<file path="src/rtl/rtsnoc_wishbone_master.sv">
// -----------------------------------------------------------------------------
// rtsnoc_wishbone_master
//   Bridge from an RTSNoC router port to a 32-bit Wishbone master. It pops a
//   request packet (CMD, ADR_LO, ADR_HI and, for writes, DAT_LO, DAT_HI), runs
//   one single Wishbone transfer, then sends a response packet back to the
//   requesting node: a status flit, followed by two data flits for a
//   successful read.
//
// Ports
//   clk_i, rst_i       clock, synchronous active-high reset
//   wb_*               Wishbone master (cyc/stb/adr/sel/we/dat_o, dat_i/ack_i)
//   noc_dout_i         flit from the router  {X_o,Y_o,L_o,X_d,Y_d,L_d,data[15:0]}
//   noc_nd_i           the router holds a valid flit on noc_dout_i
//   noc_rd_o           pop pulse, one cycle per flit taken
//   noc_din_o          flit to the router, same layout, unused MSBs zero
//   noc_wr_o           push pulse, one cycle per flit handed over
//   noc_wait_i         the router cannot accept a flit this cycle
//   busy_o             a request is in progress
// -----------------------------------------------------------------------------
module rtsnoc_wishbone_master #(
  parameter int NOC_LOCAL_ADR = 0,
  parameter int NOC_X         = 0,
  parameter int NOC_Y         = 0,
  parameter int SOC_SIZE_X    = 1,
  parameter int SOC_SIZE_Y    = 1,
  parameter int WB_TIMEOUT    = 255
) (
  input  logic        clk_i,
  input  logic        rst_i,
  output logic        wb_cyc_o,
  output logic        wb_stb_o,
  output logic [31:0] wb_adr_o,
  output logic [3:0]  wb_sel_o,
  output logic        wb_we_o,
  output logic [31:0] wb_dat_o,
  input  logic [31:0] wb_dat_i,
  input  logic        wb_ack_i,
  output logic [37:0] noc_din_o,
  output logic        noc_wr_o,
  output logic        noc_rd_o,
  input  logic [37:0] noc_dout_i,
  input  logic        noc_wait_i,
  input  logic        noc_nd_i,
  output logic        busy_o
);

  localparam int NODE_W = SOC_SIZE_X + SOC_SIZE_Y + 3;
  localparam int FLIT_W = 2 * NODE_W + 16;
  localparam int CNT_W  = $clog2(WB_TIMEOUT + 1);

  localparam logic [NODE_W-1:0] OWN_NODE =
    {SOC_SIZE_X'(NOC_X), SOC_SIZE_Y'(NOC_Y), 3'(NOC_LOCAL_ADR)};
  localparam logic [15:0] STATUS_OK  = 16'h0001;
  localparam logic [15:0] STATUS_ERR = 16'h0002;

  typedef enum logic [3:0] {
    RX_CMD, RX_ALO, RX_AHI, RX_DLO, RX_DHI, WB, TX_ST, TX_DLO, TX_DHI
  } state_e;

  state_e             state_q, state_d;
  logic [NODE_W-1:0]  orig_q, orig_d;     // requester, response destination
  logic               cyc_q, cyc_d;
  logic               stb_q, stb_d;
  logic [31:0]        adr_q, adr_d;
  logic [3:0]         sel_q, sel_d;
  logic               we_q, we_d;
  logic [31:0]        dat_q, dat_d;
  logic [31:0]        rdata_q, rdata_d;
  logic               err_q, err_d;
  logic [CNT_W-1:0]   cnt_q, cnt_d;
  logic [CNT_W-1:0]   cnt_inc;
  logic [37:0]        din_q, din_d;
  logic               gap_q, gap_d;       // handshake just fired last cycle

  logic [NODE_W-1:0]  in_orig;
  logic [15:0]        in_data;
  logic [37:0]        unused_dout;        // destination field and spare MSBs

  assign in_orig     = noc_dout_i[16+NODE_W +: NODE_W];
  assign in_data     = noc_dout_i[15:0];
  assign unused_dout = noc_dout_i;
  assign cnt_inc     = cnt_q + 1'b1;

  function automatic logic [37:0] resp_flit(input logic [NODE_W-1:0] dst,
                                            input logic [15:0]       data);
    logic [37:0] f;
    f = '0;
    f[FLIT_W-1:0] = {OWN_NODE, dst, data};
    return f;
  endfunction

  always_comb begin
    // NOTE: every signal gets a default first so no path leaves it unassigned
    // (no latches); the defaults hold state or keep pulses low.
    state_d  = state_q;
    orig_d   = orig_q;
    cyc_d    = cyc_q;
    stb_d    = stb_q;
    adr_d    = adr_q;
    sel_d    = sel_q;
    we_d     = we_q;
    dat_d    = dat_q;
    rdata_d  = rdata_q;
    err_d    = err_q;
    cnt_d    = cnt_q;
    din_d    = din_q;
    noc_rd_o = 1'b0;
    noc_wr_o = 1'b0;

    case (state_q)
      RX_CMD, RX_ALO, RX_AHI, RX_DLO, RX_DHI: begin
        // The router needs one cycle after a pop before noc_nd_i is valid again.
        if (noc_nd_i && !gap_q) begin
          noc_rd_o = 1'b1;
          // A flit from a different origin means the old requester went away:
          // drop its partial request and treat this flit as a fresh CMD.
          if (state_q == RX_CMD || in_orig != orig_q) begin
            orig_d  = in_orig;
            we_d    = in_data[0];
            sel_d   = in_data[4:1];
            state_d = RX_ALO;
          end else if (state_q == RX_ALO) begin
            adr_d[15:0] = in_data;
            state_d     = RX_AHI;
          end else if (state_q == RX_AHI) begin
            adr_d[31:16] = in_data;
            if (we_q) begin
              state_d = RX_DLO;
            end else begin
              cyc_d   = 1'b1;
              stb_d   = 1'b1;
              cnt_d   = '0;
              state_d = WB;
            end
          end else if (state_q == RX_DLO) begin
            dat_d[15:0] = in_data;
            state_d     = RX_DHI;
          end else begin
            dat_d[31:16] = in_data;
            cyc_d        = 1'b1;
            stb_d        = 1'b1;
            cnt_d        = '0;
            state_d      = WB;
          end
        end
      end

      WB: begin
        // Ack is tested first so an ack on the timeout edge still counts as OK.
        if (wb_ack_i) begin
          cyc_d   = 1'b0;
          stb_d   = 1'b0;
          rdata_d = wb_dat_i;
          err_d   = 1'b0;
          din_d   = resp_flit(orig_q, STATUS_OK);
          state_d = TX_ST;
        end else begin
          cnt_d = cnt_inc;
          if (cnt_inc == CNT_W'(WB_TIMEOUT)) begin
            cyc_d   = 1'b0;
            stb_d   = 1'b0;
            rdata_d = '0;
            err_d   = 1'b1;
            din_d   = resp_flit(orig_q, STATUS_ERR);
            state_d = TX_ST;
          end
        end
      end

      TX_ST: begin
        if (!noc_wait_i && !gap_q) begin
          noc_wr_o = 1'b1;
          if (!err_q && !we_q) begin
            din_d   = resp_flit(orig_q, rdata_q[15:0]);
            state_d = TX_DLO;
          end else begin
            din_d   = '0;
            state_d = RX_CMD;
          end
        end
      end

      TX_DLO: begin
        if (!noc_wait_i && !gap_q) begin
          noc_wr_o = 1'b1;
          din_d    = resp_flit(orig_q, rdata_q[31:16]);
          state_d  = TX_DHI;
        end
      end

      TX_DHI: begin
        if (!noc_wait_i && !gap_q) begin
          noc_wr_o = 1'b1;
          din_d    = '0;
          state_d  = RX_CMD;
        end
      end

      default: state_d = RX_CMD;
    endcase

    gap_d = noc_rd_o | noc_wr_o;
  end

  // Single state register for the whole controller.
  always_ff @(posedge clk_i) begin
    // NOTE: non-blocking assignments so every flop samples pre-edge values.
    if (rst_i) begin
      state_q <= RX_CMD;
      orig_q  <= '0;
      cyc_q   <= 1'b0;
      stb_q   <= 1'b0;
      adr_q   <= '0;
      sel_q   <= '0;
      we_q    <= 1'b0;
      dat_q   <= '0;
      rdata_q <= '0;
      err_q   <= 1'b0;
      cnt_q   <= '0;
      din_q   <= '0;
      gap_q   <= 1'b0;
    end else begin
      state_q <= state_d;
      orig_q  <= orig_d;
      cyc_q   <= cyc_d;
      stb_q   <= stb_d;
      adr_q   <= adr_d;
      sel_q   <= sel_d;
      we_q    <= we_d;
      dat_q   <= dat_d;
      rdata_q <= rdata_d;
      err_q   <= err_d;
      cnt_q   <= cnt_d;
      din_q   <= din_d;
      gap_q   <= gap_d;
    end
  end

  assign wb_cyc_o  = cyc_q;
  assign wb_stb_o  = stb_q;
  assign wb_adr_o  = adr_q;
  assign wb_sel_o  = sel_q;
  assign wb_we_o   = we_q;
  assign wb_dat_o  = dat_q;
  assign noc_din_o = din_q;
  assign busy_o    = (state_q != RX_CMD);

endmodule

</file>
<file path="config.mk">
export PLATFORM = sky130hd
export DESIGN_NAME = rtsnoc_wishbone_master
export DESIGN_NICKNAME = d
export VERILOG_FILES = /design/src/rtl/rtsnoc_wishbone_master.sv
export SDC_FILE = /design/constraint.sdc
export NUM_CORES = 1
export LEC_CHECK = 0
export CAP_MARGIN = 0
export CORE_ASPECT_RATIO = 0.8
export CORE_MARGIN = 1
export CORE_UTILIZATION = 49
export CTS_CLUSTER_DIAMETER = 50
export CTS_CLUSTER_SIZE = 10
export DETAILED_ROUTE_END_ITERATION = 10
export PLACE_DENSITY = 0.89
export SETUP_SLACK_MARGIN = 0.4
export SYNTH_ARGS = -nofsm -noshare
export SYNTH_HDL_FRONTEND = slang
export SYNTH_SLANG_ARGS = --single-unit
</file>
<file path="constraint.sdc">
create_clock -name clk_i -period 2.7 [get_ports clk_i]
set_input_delay 0.54 -clock clk_i [delete_from_list [all_inputs] [get_ports clk_i]]
set_output_delay 0.54 -clock clk_i [all_outputs]
set_load 0.03 [all_outputs]
</file>
==> results by group, run 1 <==
Final layout
  • P&R area growth vs syn: 34.9%
  • Nets@finish: 1010
  • Most frequent cells in the layout: 148 x clkdlybuf4s50_1, 139 x dfxtp_1, 85 x nand2_1
  • Antenna diodes: 0
  • Commonest non-fill, non-tap cell in the layout: clkdlybuf4s50_1
  • Layout cell share with drive strength beyond 1: 0.130

Timing
  • Setup TNS: 0 ps
  • Slew @ Worst Pin: 777 ps
  • Unrepaired setup endpoints after global routing: true
  • Setup WS post-layout: 212 ps
  • Max-slew headroom: 0.480
  • Fin Clk Skew: 13.8 ps
  • Max Clock Freq: 0.402 GHz
  • Final slew viol count: 0
  • Fin crit share: 0.921
  • Final hold viol count: 0
  • Final setup fails: 0
  • Period minus WS final: 2490 ps
  • Hold_ws: 461 ps

GRT
  • Vias in the first global route: 6426
  • Largest net degree at the start of global routing: 64
  • Global-route usage over all layers: 0.291
  • Initial antenna violation count: 0
  • First-pass GRT wire length: 33.4 mm
  • GR Overflow Total: 0

Critical path
  • Critical path peak fanout: 6
  • Capture point of the worst reg-to-reg path: noc_din_o[20]$_SDFFE_PP0P_
  • FF-to-FF Start: state_q[1]$_SDFFE_PP0P_
  • R2R Setup Slk: 360 ps
  • R2R depth: 7
  • Critical setup path kind: flop to output pin
  • WP data required: 2160 ps
  • CP arrival: 1950 ps
  • Worst setup EP type: output pin
  • Element type at the critical path start: flop

Synthesis
  • Sequential fraction of the synthesis area: 0.408
  • Post-synthesis async set-or-reset flop share: 0
  • Yosys warning count: 0
  • Mapped Avg Cell Area: 8.73 um^2
  • Synthesis-stage register bit count: 142
  • Number of enable flip-flop cells after synthesis: 0
  • Mapped Cells: 799
  • Yosys cell types: 68
  • Cell Area, Synth: 6970 um^2
  • Primary FF master, synth: dfxtp_1

Power
  • Combinational Power Share: 0.105
  • Sw frac: 0.281
  • Cell area power density: 541 nW/um^2
  • Net Switching: 0.00143 W
  • Internal power: 0.00366 W
  • Sequential share of power: 0.427
  • Total power draw: 0.00509 W
  • Clock power frac: 0.467
  • Lkg Pwr: 3.74 nW
  • VDD IR max: 438 uV

Route
  • WL final: 22.3 mm
  • First-pass detailed-route iteration total: 8
  • DR WL met3: 2.09 mm
  • Routed len/inst: 19.8 um
  • Highest metal used: met4
  • Vias/cell: 6.29
  • Met1 wire length: 9.19 mm
  • Number of remaining DRC errors: 0
  • Routed vias: 7082
  • Remaining antenna violation count: 0
  • Met2 routed WL: 10.4 mm
  • Drt initial violations: 831

Clock tree
  • CTS buffer count: 17
  • Clk_lat worst skew: 420 ps
  • Clock tree sinks: 142
  • Deepest clock path buffer count: 2
  • Root Buffer: clkbuf_16
  • CTS tree: yes
  • CTS clock-pin slew for the worst setup and hold paths: 70 ps
  • H-tree depth: 4
  • Hold Buf Count CTS: 0

Die
  • Die Footprint: 14700 um^2
  • Num rows: 38
  • Initial core utilization: 0.507
  • Die Wd: 135 um
  • Core region area: 13700 um^2
  • Die Y: 109 um
  • I/O pins: 187

Worst hold path
  • Hold Crit Class: flop to flop
  • Worst Hold Endpoint: wb_adr_o[26]$_SDFFE_PP0P_
  • Min-delay src: wb_adr_o[26]$_SDFFE_PP0P_
  • WHS Path Cells: 2

Placed design
  • Dpl ws: 98.6 ps
  • Post-DP HPWL: 13.9 mm
  • IO buf count: 152
  • Final Wtd Congestion: 0.869

Flow run
  • # Max-Cap Violations: 0

Run status
  • Outcome: finished clean
[registers in the layout (all words and copies together) (netlist names)]
signal,count
cnt_q,8
wb_sel_o,4
rdata_q,32
state_q,4
wb_adr_o,32
gap_q,1
noc_din_o,21
wb_stb_o,1
orig_q,5
wb_dat_o,32
err_q,1
wb_we_o,1
[timing repair]
action / CTS / global route
endpoints found under the hold margin: 0 / 0
endpoints found under the setup margin: 11 / 56
pin swaps: 1 / 3
gates resized for setup: 7 / 31
buffers inserted: 0 / 12
[layer usage]
metal | up-vias | track usage
met5 | - | 0
met1 | 3367 | 0.396
met3 | 65 | 0.0637
met2 | 448 | 0.448
li1 | 3202 | -
met4 | 0 | 0.120
[cells by family (layout without fill, tap and decap cells)]
| kind of cell | after synthesis | after routing | share of synthesized area |
|---|---|---|---|
| compound gates | 194 | 194 | 0.216 |
| fa+ha+maj | 2 | 2 | 0.00359 |
| buf+inv | 103 | 234 | 0.0727 |
| flops | 142 | 142 | 0.408 |
| simple gates | 298 | 298 | 0.215 |
| other cells | 1 | 17 | 0.000538 |
| mux | 54 | 54 | 0.0775 |
| xor+xnor | 5 | 5 | 0.00628 |
[power by group through the flow]
stage	Sequential (W)	Clock, W	Combinational, W
detailed placement	0.00222	0	0.000482
finish	0.00218	0.00238	0.000537
global placement	0.00222	0	0.000473
CTS	0.00218	0.00238	0.000488
global route	0.00218	0.00249	0.000568
floorplan	0.00222	0	0.000292
[worst max-delay path by stage]
| stage | to | startpoint | cells after the start |
|---|---|---|---|
| 2_1_floorplan | wb_dat_o[22]$_SDFFE_PP0P_ | state_q[3]$_SDFFE_PP0P_ | 8 |
| 3_3_place_gp | wb_adr_o[25]$_SDFFE_PP0P_ | noc_dout_i[23] | 7 |
| 3_5_place_dp | wb_adr_o[25]$_SDFFE_PP0P_ | noc_dout_i[25] | 7 |
| 4_1_cts | noc_wr_o | state_q[0]$_SDFFE_PP0P_ | 4 |
| 5_1_grt | noc_wr_o | state_q[1]$_SDFFE_PP0P_ | 4 |
| 6_report | noc_wr_o | state_q[1]$_SDFFE_PP0P_ | 4 |
[layout make-up]
| cell class | instances | area [um^2] |
|---|---|---|
| fill | 978 | 4330 |
| inverter | 10 | 42.5 |
| clock buffer | 17 | 425 |
| multi-input combinational | 570 | 3840 |
| tap | 180 | 225 |
| clock inverter | 15 | 169 |
| sequential | 142 | 2850 |
| timing repair buffer | 192 | 1850 |
[cell usage after synthesis, types with 3 or more instances]
cell type / instances / area (um^2)
dfxtp_1: 142 / 2840
nand2_1: 85 / 319
mux2i_1: 54 / 541
nor2_1: 53 / 199
clkbuf_1: 50 / 188
nand3_1: 42 / 210
nor2b_1: 37 / 231
o211ai_1: 37 / 278
a22oi_1: 33 / 248
nor3_1: 29 / 145
buf_4: 22 / 165
a31o_2: 16 / 140
a32oi_1: 16 / 140
or3_1: 15 / 93.8
o2111ai_1: 14 / 123
a21oi_1: 13 / 65.1
buf_2: 13 / 65.1
a31oi_1: 11 / 68.8
inv_1: 9 / 33.8
o21ai_0: 9 / 45.0
nand4_1: 8 / 50.1
o21a_1: 6 / 45.0
a2111oi_0: 5 / 43.8
a41oi_1: 5 / 43.8
buf_1: 5 / 18.8
o311ai_1: 5 / 43.8
a211oi_1: 4 / 30.0
a21boi_0: 3 / 22.5
and2_1: 3 / 18.8
nand2b_1: 3 / 18.8
or4_1: 3 / 22.5
xnor2_1: 3 / 26.3
[stage by stage]
stage / utilization / instance area [um^2] / std cells
detailed placement: 0.624 / 8570 / 1082
finish: 0.685 / 9410 / 1126
global route: 0.685 / 9410 / 1126
CTS: 0.668 / 9180 / 1114
global placement: 0.624 / 8570 / 1082
floorplan: - / 7030 / 815
[critical path: stages, from the launching register on]
cell and delay [ps]:
dfxtp_4 370, or4b_4 560, a211o_1 370, clkinv_4 100
buf_6 130
Power figures use the tool's default switching activity.
==> run 2, diff against run 1 <==
- CORE_ASPECT_RATIO: 0.8 -> 0.7
- SETUP_SLACK_MARGIN: 0.4 -> unset
==> run 2 against run 1 <==
Count of clock-buffer cells in the layout grew 1. Critical path type unchanged. Power grew 0.21%. Clock skew grew 1.3 ps. Non-clock buffer count shrank 10. Register-to-register slack lost 110 ps. Global-route usage shrank 0.076 points. First-iteration DRC count shrank 3.5%.
==> results by group, run 2 (synthesis results as in run 1) <==
Run status
  • Outcome: finished clean

Critical path
  • Critical path peak fanout: 11 (+5)
  • R2R depth: 8 (+1)
  • Critical setup path kind: flop to output pin
  • Element type at the critical path start: flop
  • CP arrival: 2100 ps (+150 ps)
  • Worst setup EP type: output pin
  • WP data required: 2160 ps (about the same)

Route
  • Drt initial violations: 802 (-3.5%)
  • Remaining antenna violation count: 0 (unchanged)
  • Routed vias: 6943 (-2.0%)
  • Routed len/inst: 18.9 um (-4.5%)
  • Vias/cell: 6.17 (-2.0%)
  • First-pass detailed-route iteration total: 6 (-2)
  • WL final: 21.3 mm (-4.5%)
  • Number of remaining DRC errors: 0 (unchanged)

GRT
  • Largest net degree at the start of global routing: 52 (-19%)
  • First-pass GRT wire length: 33.1 mm (-0.83%)
  • Initial antenna violation count: 0 (unchanged)
  • Global-route usage over all layers: 0.291 (-0.000760)
  • Vias in the first global route: 6397 (-0.45%)
  • GR Overflow Total: 0 (unchanged)

Clock tree
  • CTS clock-pin slew for the worst setup and hold paths: 60 ps (about the same)
  • Post-CTS setup buffer count: 0 (unchanged)
  • Deepest clock path buffer count: 2 (unchanged)
  • CTS tree: yes
  • H-tree depth: 4 (unchanged)
  • Root Buffer: clkbuf_16
  • Clk_lat worst skew: 430 ps (about the same)
  • Clock tree sinks: 142 (unchanged)
  • CTS buffer count: 17 (unchanged)

Final layout
  • Commonest non-fill, non-tap cell in the layout: clkdlybuf4s50_1
  • P&R area growth vs syn: 31.8%
  • Layout cell share with drive strength beyond 1: 0.106 (-0.0243)
  • Antenna diodes: 0 (unchanged)
  • Most frequent cells in the layout: 149 x clkdlybuf4s50_1, 141 x dfxtp_1, 85 x nand2_1
  • Fin cells: 1126 (unchanged)
  • Nets@finish: 1000 (-0.99%)

Power
  • Clock power frac: 0.474 (+0.007)
  • Net Switching: 0.00137 W (-4.1%)
  • Sequential share of power: 0.426 (about the same)
  • Internal power: 0.00373 W (+1.9%)
  • Combinational Power Share: 0.099 (-0.006)
  • Sw frac: 0.269 (-0.0120)
  • VDD IR max: 519 uV (+18%)
  • Lkg Pwr: 3.67 nW (-1.9%)
  • Cell area power density: 555 nW/um^2 (+2.6%)

Placed design
  • Final Wtd Congestion: 0.899 (+3.5%)
  • Dpl cells: 1094 (+1.1%)
  • IO buf count: 152 (unchanged)
  • Post-DP HPWL: 14.1 mm (+1.5%)

Worst hold path
  • Hold Crit Class: flop to flop
  • WHS Path Cells: 2 (unchanged)

Timing
  • Max-slew headroom: 0.490 (+0.00947)
  • Final setup fails: 0 (unchanged)
  • Unrepaired setup endpoints after global routing: false
  • Period minus WS final: 2640 ps (+149 ps)
  • Fin Clk Skew: 15.0 ps (+1.29 ps)
  • Setup TNS: 0 ps (unchanged)
  • Final hold viol count: 0 (unchanged)
  • Final slew viol count: 0 (unchanged)
  • Max Clock Freq: 0.379 GHz (-5.7%)
  • Slew @ Worst Pin: 763 ps (-14.2 ps)
  • Fin crit share: 0.977 (+0.0552)

Die
  • Initial core utilization: 0.501 (-0.00648)
  • Die Footprint: 14700 um^2 (about the same)
  • Core region area: 13900 um^2 (+1.3%)
  • I/O pins: 187 (unchanged)
  • Die Wd: 145 um (+6.8%)
  • Num rows: 36 (-5.3%)
  • Die Y: 102 um (-6.3%)

Flow run
  • # Max-Cap Violations: 0 (unchanged)
run 2: what timing repair did:
item | in CTS | in global routing
setup endpoints to repair | 0 | 1
hold buffers | 0 | 0
resized for setup | 0 | 1
run 2: cell type report:
cell class / instances / area [um^2]
Inverter: 10 / 42.5
Clock buffer: 18 / 429
Fill cell: 1011 / 4730
Sequential cell: 142 / 2840
Timing Repair Buffer: 182 / 1750
Clock inverter: 14 / 173
Tap cell: 190 / 238
Multi-Input combinational cell: 570 / 3720
run 2: through the flow:
step           worst slack [ps]   util  hold WS [ps]  instance area, um^2  power [W]
2_1_floorplan               513      -           462                 7030    0.00251
3_3_place_gp                172  0.617           442                 8590    0.00270
3_5_place_dp                158  0.617           453                 8590    0.00271
4_1_cts                    52.6  0.660           462                 9190    0.00509
5_1_grt                    9.37  0.660           472                 9190    0.00524
6_report                   63.0  0.660           459                 9190    0.00510
run 2: per-layer routing:
metal  vias up  track usage  part of all wire
met5         -            0                 0
met4         0        0.102             0.015
met3        37       0.0804              0.10
met2       370        0.429              0.45
met1      3359        0.405              0.43
li1       3177            -                 -
run 2: power groups by stage:
stage | Combinational (W) | Sequential [W] | Clock (W)
6_report | 0.000507 | 0.00218 | 0.00242
5_1_grt | 0.000540 | 0.00218 | 0.00252
4_1_cts | 0.000495 | 0.00217 | 0.00242
3_5_place_dp | 0.000487 | 0.00222 | 0
3_3_place_gp | 0.000478 | 0.00222 | 0
2_1_floorplan | 0.000292 | 0.00222 | 0
run 2: final timing paths:
path / start / end / slack (ps)
worst min register to register: wb_adr_o[21]$_SDFFE_PP0P_ / wb_adr_o[21]$_SDFFE_PP0P_ / 460
worst max-delay path: state_q[3]$_SDFFE_PP0P_ / noc_wr_o / 60
worst min-delay path: wb_adr_o[21]$_SDFFE_PP0P_ / wb_adr_o[21]$_SDFFE_PP0P_ / 460
worst max register to register: cnt_q[1]$_SDFFE_PP0P_ / noc_din_o[1]$_SDFFE_PP0P_ / 250
run 2: critical path, stage by stage (launching register included):
cell	delay, ps
dfxtp_1	510
or4b_4	540
a211o_1	360
clkinv_4	110
buf_4	160
==> RTL change 1: new RTL, config.mk and constraints of run 1 <==
Set the parameter `WB_TIMEOUT` to 510 (it was 255).
--- a/src/rtl/rtsnoc_wishbone_master.sv
+++ b/src/rtl/rtsnoc_wishbone_master.sv
@@ -25,3 +25,3 @@
   parameter int SOC_SIZE_Y    = 1,
-  parameter int WB_TIMEOUT    = 255
+  parameter int WB_TIMEOUT    = 510
 ) (
Behaviour: same outputs for any inputs over 4 cycles, from zero or initial values and one cycle with rst_i high; that may be too few to reach the edited logic, so the function may still have changed.
==> RTL change 1 against run 1 <==
  * The flow now finishes with violations (design-rule violations)
  * Total power shrank 0.40%
  * Sequential cell count grew 1
  * Routed wire length shrank 12%
  * Setup slack gained 0.10 ns
  * Fmax grew 4.3%
  * Register-to-register slack gained 0.02 ns
  * First-iteration DRC count shrank 13%
  * Non-clock buffer count shrank 12
  * Critical path depth grew 5
  * Global-route usage shrank 0.10 points
  * Final area shrank 11%
  * Area after synthesis shrank 15%
==> RTL change 1: results (changes against run 1) <==
Setup WS post-layout 0.3145 ns (was 0.2121 ns); sw frac 25.68% (was 28.12%); Min Hold Slack 0.4767 ns (was 0.4610 ns); routing usage on met2 48.60% (was 44.76%); vias in the first global route 5,426 (was 6,426); global-route wire length before repair 28.52 mm (was 33.39 mm); Post-DP Area 7621 µm² (was 8573 µm²); Worst Path Max Fanout 8 (was 6); Worst Tran Pin Value 0.7105 ns (was 0.7768 ns); XOR/XNOR share of the synthesized area 1.304% (was 0.6281%); worst r2r src state_q[3]$_SDFFE_PP0P_ (was state_q[1]$_SDFFE_PP0P_); Synth Area in Adders 0.4205% (was 0.3589%); HPWL Detailed 11.83 mm (was 13.89 mm); slowest library cell on the worst path clkdlybuf4s50_1 (was or4b_4); Setup crit end wb_adr_o[20]$_SDFFE_PP0P_ (was noc_wr_o); DRC viols 16 (was 0); crit-path max cell delay 0.45 ns (was 0.56 ns); worst hold endpoint noc_din_o[19]$_SDFFE_PP0P_ (was wb_adr_o[26]$_SDFFE_PP0P_); fraction of layout cells with a size suffix above 1 12.60% (was 13.00%); number of fill cells in the layout 746 (was 978); Placer Congestion 0.9116 (was 0.8691); clock tree buffer depth 2 (unchanged); Peak VDD IR 0.4757 mV (was 0.4382 mV); metal2 WL 9.437 mm (was 10.41 mm); Power Internal 3.770 mW (was 3.661 mW); hold path start noc_din_o[19]$_SDFFE_PP0P_ (was wb_adr_o[26]$_SDFFE_PP0P_); GRT met1 Usage 34.24% (was 39.61%); Distinct cells, synth 58 (was 68); Reg2Reg Setup Slack 0.38 ns (was 0.36 ns); top cell types by occurrence after synthesis 143 x dfxtp_1, 91 x nor2_1, 75 x mux2i_1, 32 x a22o_1, 31 x nand2_1 (was 142 x dfxtp_1, 85 x nand2_1, 54 x mux2i_1, 53 x nor2_1, 50 x clkbuf_1); setup repair bufs after CTS 1 (was 0); Initial DRC Count 724 (was 831); clk_skew 0.006789 ns (was 0.01375 ns); dpl ws -0.04323 ns (was 0.09865 ns); met1 wire length 7.412 mm (was 9.187 mm); post_cts resized 16 (was 7); post-synthesis sequential area ratio 48.11% (was 40.78%); # placed instances 882 (was 1,082); failing checks design-rule violations; combinational share of power 9.8% (was 10.5%); mux cell area share after synthesis 12.62% (was 7.753%); vias per cell 6.098 (was 6.290); metal3 WL 1.535 mm (was 2.094 mm); status finished with violations (was finished, final reports clean); Total GRT Usage 29.04% (was 29.14%); top post-synthesis cells by area dfxtp_1 48%, mux2i_1 13%, nor2_1 5.7%, a22o_1 4.7%, buf_4 2.6% (was dfxtp_1 41%, mux2i_1 7.8%, nand2_1 4.6%, o211ai_1 4.0%, a22oi_1 3.6%); worst setup path start noc_dout_i[24] (was state_q[1]$_SDFFE_PP0P_); vias after detailed routing 5,598 (was 7,082); R2R cell count 9 (was 7); clock power share 47.3% (was 46.7%); largest net degree at the start of global routing 76 (was 64); Avg WL per Cell 21.38 µm (was 19.83 µm); GR Util met3 7.219% (was 6.369%); Lkg Pwr 3.080 nW (was 3.743 nW); Final nets 834 (was 1,010)
==> RTL change 1: cell count changes in the layout (fill, tap and decap cells not counted), moves of 16 or more <==
| cell | run 1 | this run |
|---|---|---|
| nor2_1 | 52 | 87 |
| nor2b_1 | 37 | 4 |
| mux2i_1 | 53 | 74 |
| a32oi_1 | 16 | 0 |
| buf_4 | 34 | 18 |
| a22oi_1 | 33 | 14 |
| nor3_1 | 28 | 3 |
| a22o_1 | 1 | 32 |
| nand2_1 | 85 | 31 |
| a31o_2 | 16 | 0 |
| o211ai_1 | 37 | 0 |
| nand3_1 | 42 | 4 |
==> RTL change 1: cell type report <==
| class | count | area, µm² | share of cell area, % |
|---|---|---|---|
| clock buffer | 19 | 452.9 | 5.402 |
| clock inverter | 13 | 155.1 | 1.850 |
| inverter | 5 | 18.77 | 0.2238 |
| multi-input combinational | 410 | 2877 | 34.31 |
| sequential | 143 | 2868 | 34.20 |
| tap | 148 | 185.2 | 2.209 |
| timing repair buffer | 180 | 1828 | 21.80 |
==> RTL change 2: new RTL, settings of run 1 <==
Made on the original files. `adr_q`, `dat_q`, `rdata_q` and `din_q` no longer have a reset.
--- a/src/rtl/rtsnoc_wishbone_master.sv
+++ b/src/rtl/rtsnoc_wishbone_master.sv
@@ -212,10 +212,6 @@
       stb_q   <= 1'b0;
-      adr_q   <= '0;
       sel_q   <= '0;
       we_q    <= 1'b0;
-      dat_q   <= '0;
-      rdata_q <= '0;
       err_q   <= 1'b0;
       cnt_q   <= '0;
-      din_q   <= '0;
       gap_q   <= 1'b0;
@@ -226,12 +222,15 @@
       stb_q   <= stb_d;
-      adr_q   <= adr_d;
       sel_q   <= sel_d;
       we_q    <= we_d;
-      dat_q   <= dat_d;
-      rdata_q <= rdata_d;
       err_q   <= err_d;
       cnt_q   <= cnt_d;
-      din_q   <= din_d;
       gap_q   <= gap_d;
     end
+  end
+
+  always_ff @(posedge clk_i) begin
+    adr_q   <= adr_d;
+    dat_q   <= dat_d;
+    rdata_q <= rdata_d;
+    din_q   <= din_d;
   end
Behaviour: differs if rst_i is asserted again (counterexample within 4 cycles, from zero or initial values and one cycle with rst_i high); with rst_i held inactive, the same outputs for 4 cycles.
==> RTL change 2 against run 1 <==
  * Cell count down 37%
  * Worst hold slack better by 0.044 ns
  * Fmax grew 4.5%
  * Setup slack better by 0.11 ns
  * Sequential cell count unchanged
  * Routed wire length shrank 38%
  * Total power decreased by 0.25%
  * Count of clock-buffer cells in the layout increased by 1
  * Final area down 15%
  * Largest power group is now registers
  * Area after synthesis is 21% lower
==> RTL change 2: results (changes against run 1) <==
Reg2Reg Setup Slack 0.45 ns (was 0.36 ns); largest net degree at the start of global routing 35 (was 64); dpl ws 0.07743 ns (was 0.09865 ns); fraction of layout cells with a size suffix above 1 14.76% (was 13.00%); Worst Path Max Fanout 4 (was 6); hold path depth 1 (was 2); worst r2r src cnt_q[0]$_SDFFE_PP0P_ (was state_q[1]$_SDFFE_PP0P_); worst hold endpoint err_q$_SDFFE_PP0P_ (was wb_adr_o[26]$_SDFFE_PP0P_); top post-synthesis cells by area edfxtp_1 64%, dfxtp_1 9.1%, and2_1 3.9%, buf_4 2.5%, a22o_1 2.2% (was dfxtp_1 41%, mux2i_1 7.8%, nand2_1 4.6%, o211ai_1 4.0%, a22oi_1 3.6%); predominant post-synthesis flop cell edfxtp_1 (was dfxtp_1); syn avg cell area 14.70 µm² (was 8.726 µm²); hold path start err_q$_SDFFE_PP0P_ (was wb_adr_o[26]$_SDFFE_PP0P_); vias after detailed routing 3,909 (was 7,082); Initial DRC Count 396 (was 831); period utilization 88.14% (was 92.15%); EDFF count, synth 117 (was 0); vias per cell 5.482 (was 6.290); post-synthesis sequential area ratio 72.83% (was 40.78%); # placed instances 671 (was 1,082); Lkg Pwr 2.820 nW (was 3.743 nW); status finished, final reports clean (unchanged); RR Endpoint rdata_q[8]$_SDFFCE_PN0P_ (was noc_din_o[20]$_SDFFE_PP0P_); CP arrival 1.84 ns (was 1.95 ns); Total GRT Usage 22.83% (was 29.14%); Slew headroom 51.79% (was 48.02%); Distinct cells, synth 51 (was 68); post_cts resized 11 (was 7); clk_skew 0.008035 ns (was 0.01375 ns); setup repair bufs after CTS 4 (was 0)
[RTL change 2: report_power, final]
part	internal (mW)	total [mW]	leakage, nW	switching (mW)
Combinational	0.201	0.455	1.29	0.254
Clock	1.21	2.19	0.262	0.983
Sequential	2.40	2.43	1.27	0.0293
Total	3.81	5.08	2.82	1.27
[RTL change 2: kinds of logic after synthesis]
| group | count (synthesis) | share of synthesized area [%] |
|---|---|---|
| DFF | 142 | 72.83 |
| and+or+nand+nor | 119 | 11.80 |
| AOI/OAI and AO/OA | 56 | 7.764 |
| buffers and inverters | 37 | 3.950 |
| muxes | 11 | 2.020 |
| xor gates and xnor gates | 7 | 1.112 |
| adders and majority gates | 2 | 0.4540 |
| other | 1 | 0.06804 |
[RTL change 2: worst max-delay path by stage]
stage	end	from	cells after the start
finish	noc_wr_o	state_q[1]$_SDFFE_PP0P_	4
global placement	wb_dat_o[31]$_DFFE_PP_	noc_dout_i[23]	6
CTS	noc_wr_o	state_q[1]$_SDFFE_PP0P_	4
detailed placement	wb_dat_o[31]$_DFFE_PP_	noc_dout_i[23]	6
global route	noc_rd_o	state_q[0]$_SDFFE_PP0P_	5
floorplan	wb_adr_o[16]$_DFFE_PP_	noc_dout_i[22]	4
[RTL change 2: cell type report]
class                   count  area (µm²)  area share, %
inverters                   5       18.77         0.2343
repair buffers            177        1767          22.05
multi-input cells         213        1466          18.30
clock inverters            14       123.9          1.546
well taps                 144       180.2          2.249
flip-flops and latches    142        4026          50.26
clock buffers              18       429.2          5.357
[RTL change 2: layer usage]
metal  up-vias  track usage (%)  routed length, µm
met4         0            11.40                334
met5         -                0                  0
met3        37            5.071               1130
met2       270            39.96               7135
met1      1872            26.27               5138
li1       1730                -                  -
